<file path="src/rtl/tri_check_sched_if.sv">
// tri_check_sched_if
// Groups every handshake signal around the scheduler: both requester ports,
// the serial link to the triangle-checker core and the busy flag.
//   req0/req1       request, held with stable sides until ack
//   sides0/sides1   {a,b,c}, 3 bits each, a in [8:6]
//   ack0/ack1       one-cycle pulse, request latched
//   done0/done1     one-cycle pulse, res/err valid
//   res0/res1       checker verdict, 0 outside done
//   err0/err1       timeout flag, 0 outside done
//   c_in_valid      side strobe to the checker
//   c_input         side value to the checker, 0 when not strobed
//   c_out           checker verdict
//   c_out_valid     checker verdict strobe
//   busy            scheduler not idle
// The slave modport is the scheduler's view; the master modport is the
// surrounding environment (requesters plus checker core).
interface tri_check_sched_if;
  logic       req0;
  logic       req1;
  logic [8:0] sides0;
  logic [8:0] sides1;
  logic       ack0;
  logic       ack1;
  logic       done0;
  logic       done1;
  logic       res0;
  logic       res1;
  logic       err0;
  logic       err1;
  logic       c_in_valid;
  logic [2:0] c_input;
  logic       c_out;
  logic       c_out_valid;
  logic       busy;

  modport slave (
    input  req0, req1, sides0, sides1, c_out, c_out_valid,
    output ack0, ack1, done0, done1, res0, res1, err0, err1,
           c_in_valid, c_input, busy
  );

  modport master (
    output req0, req1, sides0, sides1, c_out, c_out_valid,
    input  ack0, ack1, done0, done1, res0, res1, err0, err1,
           c_in_valid, c_input, busy
  );
endinterface

</file>
<file path="src/rtl/tri_check_sched.sv">
// tri_check_sched
// Round-robin scheduler sharing one serial triangle-checker between two
// requesters. A granted request has its three sides latched, streamed to the
// checker one per cycle, and the checker verdict (or a timeout error) is
// returned to the granted requester as a one-cycle done pulse.
// Ports:
//   clk    rising-edge clock
//   rst_n  asynchronous active-low reset; aborts any transaction in flight
//   bus    tri_check_sched_if.slave (requesters, checker link, busy)
// Parameter:
//   TIMEOUT  WAIT cycles without a checker response before aborting (1..255)
module tri_check_sched #(
  parameter int TIMEOUT = 15
) (
  input logic              clk,
  input logic              rst_n,
  tri_check_sched_if.slave bus
);

  localparam logic [7:0] TIMEOUT_C = 8'(TIMEOUT);

  typedef enum logic [1:0] {
    ST_IDLE = 2'd0,
    ST_SEND = 2'd1,
    ST_WAIT = 2'd2,
    ST_RESP = 2'd3
  } state_t;

  state_t     state_r, state_s;
  logic       last_r, last_s;
  logic       winner_r, winner_s;
  logic [8:0] sides_r, sides_s;
  logic [1:0] side_cnt_r, side_cnt_s;
  logic [7:0] timer_r, timer_s;
  logic [7:0] timer_inc_s;

  logic       pick_s;
  logic [8:0] pick_sides_s;
  logic       deliver_s;
  logic       verdict_s;
  logic       fault_s;

  logic       ack0_r, ack0_s;
  logic       ack1_r, ack1_s;
  logic       done0_r, done0_s;
  logic       done1_r, done1_s;
  logic       res0_r, res0_s;
  logic       res1_r, res1_s;
  logic       err0_r, err0_s;
  logic       err1_r, err1_s;
  logic       c_in_valid_r, c_in_valid_s;
  logic [2:0] c_input_r, c_input_s;
  logic       busy_r, busy_s;

  // Round-robin choice among the requests raised this cycle
  always_comb begin
    pick_s       = 1'b0;
    pick_sides_s = bus.sides0;
    // With both raised, the one not served last time wins
    if (bus.req0 && bus.req1) begin
      pick_s = ~last_r;
    end else if (bus.req1) begin
      pick_s = 1'b1;
    end else begin
      pick_s = 1'b0;
    end
    if (pick_s) begin
      pick_sides_s = bus.sides1;
    end else begin
      pick_sides_s = bus.sides0;
    end
  end

  // Next-state and next-output logic of the transaction FSM
  always_comb begin
    state_s      = state_r;
    last_s       = last_r;
    winner_s     = winner_r;
    sides_s      = sides_r;
    side_cnt_s   = side_cnt_r;
    timer_s      = timer_r;
    timer_inc_s  = timer_r + 8'd1;
    ack0_s       = 1'b0;
    ack1_s       = 1'b0;
    c_in_valid_s = 1'b0;
    c_input_s    = 3'd0;
    deliver_s    = 1'b0;
    verdict_s    = 1'b0;
    fault_s      = 1'b0;

    case (state_r)
      ST_IDLE: begin
        if (bus.req0 || bus.req1) begin
          winner_s     = pick_s;
          last_s       = pick_s;
          sides_s      = pick_sides_s;
          side_cnt_s   = 2'd0;
          ack0_s       = ~pick_s;
          ack1_s       = pick_s;
          // Side a goes out together with the ack, straight from the port
          c_in_valid_s = 1'b1;
          c_input_s    = pick_sides_s[8:6];
          state_s      = ST_SEND;
        end else begin
          state_s = ST_IDLE;
        end
      end

      ST_SEND: begin
        // Counter 0/1 schedule sides b/c; counter 2 closes the burst
        case (side_cnt_r)
          2'd0: begin
            c_in_valid_s = 1'b1;
            c_input_s    = sides_r[5:3];
            side_cnt_s   = 2'd1;
          end
          2'd1: begin
            c_in_valid_s = 1'b1;
            c_input_s    = sides_r[2:0];
            side_cnt_s   = 2'd2;
          end
          default: begin
            side_cnt_s = 2'd0;
            timer_s    = 8'd0;
            state_s    = ST_WAIT;
          end
        endcase
      end

      ST_WAIT: begin
        if (bus.c_out_valid) begin
          deliver_s = 1'b1;
          verdict_s = bus.c_out;
          timer_s   = 8'd0;
          state_s   = ST_RESP;
        end else if (timer_inc_s == TIMEOUT_C) begin
          deliver_s = 1'b1;
          fault_s   = 1'b1;
          timer_s   = 8'd0;
          state_s   = ST_RESP;
        end else begin
          timer_s = timer_inc_s;
        end
      end

      ST_RESP: begin
        state_s = ST_IDLE;
      end

      default: begin
        state_s    = ST_IDLE;
        side_cnt_s = 2'd0;
        timer_s    = 8'd0;
      end
    endcase

    // The verdict is steered only to the requester that owns the transaction
    done0_s = deliver_s & ~winner_r;
    done1_s = deliver_s & winner_r;
    res0_s  = deliver_s & ~winner_r & verdict_s;
    res1_s  = deliver_s & winner_r & verdict_s;
    err0_s  = deliver_s & ~winner_r & fault_s;
    err1_s  = deliver_s & winner_r & fault_s;
    busy_s  = (state_s != ST_IDLE);
  end

  // FSM state, arbitration pointer, latched request and registered outputs
  always_ff @(posedge clk or negedge rst_n) begin
    if (!rst_n) begin
      state_r      <= ST_IDLE;
      last_r       <= 1'b1;
      winner_r     <= 1'b0;
      sides_r      <= 9'd0;
      side_cnt_r   <= 2'd0;
      timer_r      <= 8'd0;
      ack0_r       <= 1'b0;
      ack1_r       <= 1'b0;
      done0_r      <= 1'b0;
      done1_r      <= 1'b0;
      res0_r       <= 1'b0;
      res1_r       <= 1'b0;
      err0_r       <= 1'b0;
      err1_r       <= 1'b0;
      c_in_valid_r <= 1'b0;
      c_input_r    <= 3'd0;
      busy_r       <= 1'b0;
    end else begin
      state_r      <= state_s;
      last_r       <= last_s;
      winner_r     <= winner_s;
      sides_r      <= sides_s;
      side_cnt_r   <= side_cnt_s;
      timer_r      <= timer_s;
      ack0_r       <= ack0_s;
      ack1_r       <= ack1_s;
      done0_r      <= done0_s;
      done1_r      <= done1_s;
      res0_r       <= res0_s;
      res1_r       <= res1_s;
      err0_r       <= err0_s;
      err1_r       <= err1_s;
      c_in_valid_r <= c_in_valid_s;
      c_input_r    <= c_input_s;
      busy_r       <= busy_s;
    end
  end

  assign bus.ack0       = ack0_r;
  assign bus.ack1       = ack1_r;
  assign bus.done0      = done0_r;
  assign bus.done1      = done1_r;
  assign bus.res0       = res0_r;
  assign bus.res1       = res1_r;
  assign bus.err0       = err0_r;
  assign bus.err1       = err1_r;
  assign bus.c_in_valid = c_in_valid_r;
  assign bus.c_input    = c_input_r;
  assign bus.busy       = busy_r;

endmodule

</file>
<file path="src/flat_wrapper.sv">
// flat-port wrapper written by rule: the top's interface ports become plain ports
module tri_check_sched_flat 
#(
  parameter int TIMEOUT = 15
)
  (clk, rst_n, bus_req0, bus_req1, bus_sides0, bus_sides1, bus_c_out, bus_c_out_valid, bus_ack0, bus_ack1, bus_done0, bus_done1, bus_res0, bus_res1, bus_err0, bus_err1, bus_c_in_valid, bus_c_input, bus_busy);
  tri_check_sched_if bus_i ();
  input logic clk;
  input logic rst_n;
  input wire logic [$bits(bus_i.req0)-1:0] bus_req0;
  input wire logic [$bits(bus_i.req1)-1:0] bus_req1;
  input wire logic [$bits(bus_i.sides0)-1:0] bus_sides0;
  input wire logic [$bits(bus_i.sides1)-1:0] bus_sides1;
  input wire logic [$bits(bus_i.c_out)-1:0] bus_c_out;
  input wire logic [$bits(bus_i.c_out_valid)-1:0] bus_c_out_valid;
  output wire logic [$bits(bus_i.ack0)-1:0] bus_ack0;
  output wire logic [$bits(bus_i.ack1)-1:0] bus_ack1;
  output wire logic [$bits(bus_i.done0)-1:0] bus_done0;
  output wire logic [$bits(bus_i.done1)-1:0] bus_done1;
  output wire logic [$bits(bus_i.res0)-1:0] bus_res0;
  output wire logic [$bits(bus_i.res1)-1:0] bus_res1;
  output wire logic [$bits(bus_i.err0)-1:0] bus_err0;
  output wire logic [$bits(bus_i.err1)-1:0] bus_err1;
  output wire logic [$bits(bus_i.c_in_valid)-1:0] bus_c_in_valid;
  output wire logic [$bits(bus_i.c_input)-1:0] bus_c_input;
  output wire logic [$bits(bus_i.busy)-1:0] bus_busy;
  assign bus_i.req0 = bus_req0;
  assign bus_i.req1 = bus_req1;
  assign bus_i.sides0 = bus_sides0;
  assign bus_i.sides1 = bus_sides1;
  assign bus_i.c_out = bus_c_out;
  assign bus_i.c_out_valid = bus_c_out_valid;
  assign bus_ack0 = bus_i.ack0;
  assign bus_ack1 = bus_i.ack1;
  assign bus_done0 = bus_i.done0;
  assign bus_done1 = bus_i.done1;
  assign bus_res0 = bus_i.res0;
  assign bus_res1 = bus_i.res1;
  assign bus_err0 = bus_i.err0;
  assign bus_err1 = bus_i.err1;
  assign bus_c_in_valid = bus_i.c_in_valid;
  assign bus_c_input = bus_i.c_input;
  assign bus_busy = bus_i.busy;
  tri_check_sched #(.TIMEOUT(TIMEOUT)) u_core (.clk(clk), .rst_n(rst_n), .bus(bus_i));
endmodule
</file>
<file path="config.mk">
export PLATFORM = sky130hd
export DESIGN_NAME = tri_check_sched_flat
export DESIGN_NICKNAME = d
export VERILOG_FILES = /design/src/rtl/tri_check_sched_if.sv /design/src/rtl/tri_check_sched.sv /design/src/flat_wrapper.sv
export SDC_FILE = /design/constraint.sdc
export NUM_CORES = 1
export LEC_CHECK = 0
export ABC_AREA = 1
export BUFFER_PORTS_ARGS = -buffer_cell sky130_fd_sc_hd__buf_2
export CAP_MARGIN = 10
export CELL_PAD_IN_SITES_DETAIL_PLACEMENT = 1
export CELL_PAD_IN_SITES_GLOBAL_PLACEMENT = 2
export CORE_MARGIN = 8
export CORE_UTILIZATION = 25
export CTS_CLUSTER_DIAMETER = 100
export DETAILED_ROUTE_END_ITERATION = 8
export GPL_TIMING_DRIVEN = 0
export PLACE_DENSITY_LB_ADDON = 0.1
export SYNTH_ARGS = -nofsm -noshare
export SYNTH_HDL_FRONTEND = slang
export SYNTH_SLANG_ARGS = --single-unit
</file>
<file path="constraint.sdc">
create_clock -name clk -period 1.5 [get_ports clk]
set_input_delay 0.225 -clock clk [delete_from_list [all_inputs] [get_ports clk]]
set_output_delay 0.225 -clock clk [all_outputs]
set_load 0.005 [all_outputs]
</file>
# --- Word-level counts from Yosys, hierarchy flattened ---
# Index checks and enable logic that the tools add are counted.
word_totals:
  reg_bits: 33
  in_bits: 24
  out_inout_bits: 13
  word_cells: 77
classes:
  addsub: 1
  n_eq_ne: 7
  n_mux: 32
  n_bitwise: 9
  reduce_logical: 11
op_table:
  columns: ["op", "count"]
  rows:
  - ["$mux 8", 3]
  - ["$mux 1", 16]
  - ["$pmux 8 s2", 1]
  - ["$pmux 3 s2", 2]
  - ["$mux 9", 1]
  - ["$add 8x1->8 const B", 1]
  - ["$eq 8x4->1 const B", 1]
  - ["$mux 2", 4]
  - ["$pmux 2 s2", 2]
  - ["$pmux 2 s4", 1]
  - ["$and 1x1->1", 6]
  - ["$reduce_and 2->1", 3]
  - ["$reduce_bool 2->1", 3]
  - ["$eq 2x1->1 const B", 2]
  - ["$eq 2x2->1 const B", 2]
  - ["$logic_not 2->1", 2]
  - ["$mux 3", 1]
  - ["$not 1->1", 3]
  - ["$ne 2x1->1 const B", 1]
  - ["$ne 2x2->1 const B", 1]
  - ["$pmux 1 s2", 1]
  - ["$reduce_or 2->1", 1]
  - ["$logic_and 1x1->1", 1]
  - ["$logic_or 1x1->1", 1]

# --- Longest topological paths before layout ---
depth:
  ltp_word: 7
  depth_mapped: 11
  ltp_nobuf: 11

# --- Worst setup path after synthesis ---
# Ideal clock, no wire load.
synth_path:
  path_kind: "register to register"
  from: "register u_core.timer_r[0]"
  to: "register u_core.done0_r (netlist: u_core.bus.done0)"
  setup_ns: 0.071
  arrival_time_ns: 1.306
  t_required_ns: 1.429
  path_slack_ns: 0.122
  stages_incl_launch_ff: 11
  path_buffers: 0
  period_less_slack_ns: 1.378
  cell_sequence: "dfrtp_1 > ha_1 > nand3_1 > nand2_1 > nand2_1 > nand3_1 > nor2_2 > nand2_2 > nand2_2 > nand2_2 > nor2_1"
synth_via:
  elab_chain_len: 6
synth_rtl:
  columns: ["item", "line", "source"]
  rows:
  - ["start: declaration", "tri_check_sched.sv:34", "logic [7:0] timer_r, timer_s;"]
  - ["start signal: assignment", "tri_check_sched.sv:193", "timer_r <= timer_s;"]
  - ["$add 8x1->8", "tri_check_sched.sv:82", "timer_inc_s = timer_r + 8'd1;"]
  - ["$eq 8x4->1", "tri_check_sched.sv:136", "end else if (timer_inc_s == TIMEOUT_C) begin"]
  - ["$mux 1", "tri_check_sched.sv:136", null]
  - ["$mux 1", "tri_check_sched.sv:131", "if (bus.c_out_valid) begin"]
  - ["$mux 1", "tri_check_sched.sv:91", "case (state_r)"]
  - ["$and 1x1->1", "tri_check_sched.sv:158", "done0_s = deliver_s & ~winner_r;"]
  - ["via u_core.done0_s", "tri_check_sched.sv:45", "logic done0_r, done0_s;"]
  - ["end signal: assignment", "tri_check_sched.sv:196", "done0_r <= done0_s;"]
  - ["end: declaration", "tri_check_sched.sv:45", null]
# The timed path passes the listed nets, and every way through them passes these cells.
# A chain may end at the register's enable or synchronous reset.

# --- Worst setup path in the final report ---
layout_path:
  from: "register u_core.timer_r[1]"
  to: "register u_core.done1_r (netlist: u_core.bus.done1)"
layout_via:
  elab_chain_len: 6
layout_rtl:
  columns: ["item", "line", "source"]
  rows:
  - ["$add 8x1->8", "tri_check_sched.sv:82", null]
  - ["$eq 8x4->1", "tri_check_sched.sv:136", null]
  - ["$mux 1", "tri_check_sched.sv:136", null]
  - ["$mux 1", "tri_check_sched.sv:131", null]
  - ["$mux 1", "tri_check_sched.sv:91", null]
  - ["$and 1x1->1", "tri_check_sched.sv:159", "done1_s = deliver_s & winner_r;"]
  - ["via u_core.done1_s", "tri_check_sched.sv:46", "logic done1_r, done1_s;"]
  - ["end signal: assignment", "tri_check_sched.sv:197", "done1_r <= done1_s;"]
  - ["end: declaration", "tri_check_sched.sv:46", null]
# The timed path passes the listed nets, and every way through them passes these cells.

==> results.toml <==
[worst_setup_path]
cp-end-kind = "flip-flop"
rrSetupSlack_ps = 50
cp-startpoint = "u_core.timer_r[1]"
cp-endpoint = "u_core.bus.done1"
timing.rr.start = "u_core.timer_r[1]"
r2r_end = "u_core.bus.done1"
arrival_ps = 1660
worstSetupPathType = "reg2reg"
start_kind = "flip-flop"
r2r_cells = 11
critPathMaxFanout = 7
required_ps = 1710

[placed_design]
dpl.hpwl_mm = 3.16
portBuffers = 36
dpl.cell_count = 289
gp_congestion = 0.755
dp_slack_ps = -158

[global_routing]
grt_antenna_before_repair = 0
grt_max_degree = 34
grt_pass1_wl_mm = 7.42
gr-usage-all-layers_pct = 10.5
grt-ovfl-total = 0
grt_pass1_vias = 1569

[logic_synthesis]
ys_warn_count = 0
synth_top_area_share_pct = 53.4
avgSynthCellArea_um2 = 8.43
muxShareOfSynthArea_pct = 0
synth_seq_cells = 33
synth.distinct_cells = 22
synth_top_family_by_area = "simple AND/OR/NAND/NOR gates"
synthXorXnorAreaFrac_pct = 0
synth_area_leader_cell = "dfrtp_1"
synth_compound_area_share_pct = 10.8
synthCells = 178
synth-seq-area-share_pct = 55.1
ys_top_cells_by_area = "dfrtp_1 (53%), nand2_1 (11%), inv_1 (5.5%)"
yosys.area_share.simple_pct = 24.6
syn-cell-area_um2 = 1500
synth_fa_ha_area_share_pct = 1.67
syn_nets = 204

[die]
fp.coreArea_um2 = 5850
die_h_um = 93.5
die_w_um = 93.5
fp-row-count = 28
start_util_pct = 25.6
num_io_pins = 37
die-area_um2 = 8740

[sta]
skew_ps = 4.77
tightest_slew_ps = 780
relSlewSlack_pct = 48.0
finalWorstSetupSlack_ps = 54.2
setup_viol = 0
finalCriticalPeriod_ps = 1450
slew_violations = 0
fin_crit_sh_pct = 96.4
holdWs_ps = 16.9
clock.fmax_mhz = 692
rsz0062_at_grt = "yes"
finalHoldViolCount = 0

[route]
dr.max_layer_used = "met4"
drtIter0Drc = 20
num_vias = 1318
drt-met1-wl_mm = 1.73
dr_wl_met3_um = 179
drc = 0
routed_via_density = 4.39
postRouteAntennaNets = 0
dr.pass1.iters = 4
wire_per_inst_um = 13.9
met2_length_mm = 2.22
drt_wl_total_mm = 4.16

[clocking]
cts_tree = "yes"
clock_latency_ps = 280
clock_sinks = 33
htree_num_levels = 2
cts-buffers-inserted = 5
root_buffer = "clkbuf_8"
cts_buffer_depth = 2
clkTransAtPathRegs_ps = 70

[job]
cap_viol_max_count = 0

[pwr]
p_leak_nw = 0.962
max-vdd-ir-drop_mv = 0.579
p_per_area_nw_per_um2 = 1520

[status]
outcome = "finished, final reports clean"

[layout]
n_antenna_cell = 0
area_delta_synth_final_pct = 33.4
finalNonFillerCells = 300
layout_common_cells = "nand2_1 (39), buf_2 (37), dfrtp_1 (29)"
layout_commonest_cell = "nand2_1"
nets = 250
finish.utilization_pct = 34.2
drive_gt1_share_pct = 37.3

[hold_path]
hp-class = "in2async"
==> flip-flops by register name, indices dropped and copies added (netlist names), 2 cells and up <==
register and flops:
u_core.side_cnt_r 2, u_core.bus.c_input 3, u_core.sides_r 6, u_core.state_r 2, u_core.timer_r 8
==> report_power, final <==
| group | internal [mW] | total, mW | switching, mW |
|---|---|---|---|
| registers | 1.16 | 1.31 | 0.151 |
| logic | 0.388 | 1.06 | 0.670 |
| clock network | 0.329 | 0.673 | 0.345 |
| total | 1.88 | 3.05 | 1.17 |
==> repair_timing <==
action / 4_1_cts / 5_1_grt
setup buffers: 2 / 1
hold buffers: 0 / 0
setup endpoints to repair: 9 / 14
pin swaps: 3 / 7
resized for setup: 9 / 25
==> final cells by class <==
class	instances	area, um2
fillers	698	3850
multi-input cells	114	664
inverters	30	113
flip-flops and latches	33	831
well taps	75	93.8
repair buffers	39	210
clock buffers	7	76.3
plain buffers	1	5.00
clock inverters	1	7.51
==> logic make-up after synthesis <==
logic type / Yosys count
adders and majority gates: 2
AOI/OAI and AO/OA: 28
and+or+nand+nor: 84
DFF: 33
buffers and inverters: 31
==> worst min path at each step <==
stage	to	start	depth (start not counted)	slack [ps]
after floorplan	u_core.bus.ack0	rst_n	0	-70
after global placement	u_core.sides_r[3]	rst_n	1	340
after detailed placement	u_core.sides_r[3]	rst_n	1	360
after CTS	u_core.sides_r[1]	rst_n	1	50
after global routing	u_core.sides_r[3]	rst_n	1	80
final	u_core.sides_r[3]	rst_n	1	20
==> worst max-delay path: stages (launching register included) <==
cell,delay (ps)
dfrtp_1,410
ha_4,190
inv_2,30
nand2_1,60
nand2_2,70
nor2_4,100
nand3_4,80
nor2_4,100
nand2_4,90
nand2_2,70
nand2_2,60
nor2_1,100
==> layer usage <==
layer,GRT usage [%],vias up
li1,-,662
met1,11.0,627
met2,19.2,25
met3,3.37,4
met4,3.62,0
met5,0,-
==> synthesized netlist by cell type <==
cell	n
nand3_1	7
inv_1	22
nor2_4	1
o2111ai_1	3
nand3b_1	1
nor2_1	18
nor2_2	2
dfstp_2	1
dfrtp_1	32
inv_2	7
nand2_1	44
ha_1	2
o21ai_1	9
o21ai_0	10
buf_2	1
clkinv_1	1
o22ai_1	5
nand2_2	4
nor3_1	2
o21ai_2	1
nand4_1	4
nand3_2	1
==> through the flow <==
| stage | TNS (ps) | cell area, um2 | power [mW] |
|---|---|---|---|
| floorplan | 0 | 1500 | 1.92 |
| global placement | -685 | 1770 | 2.26 |
| detailed placement | -1100 | 1770 | 2.30 |
| CTS | -48.2 | 1910 | 3.05 |
| global route | -299 | 2000 | 3.33 |
| finish | 0 | 2000 | 3.05 |
Note: power is estimated with default switching activity, not from simulation.
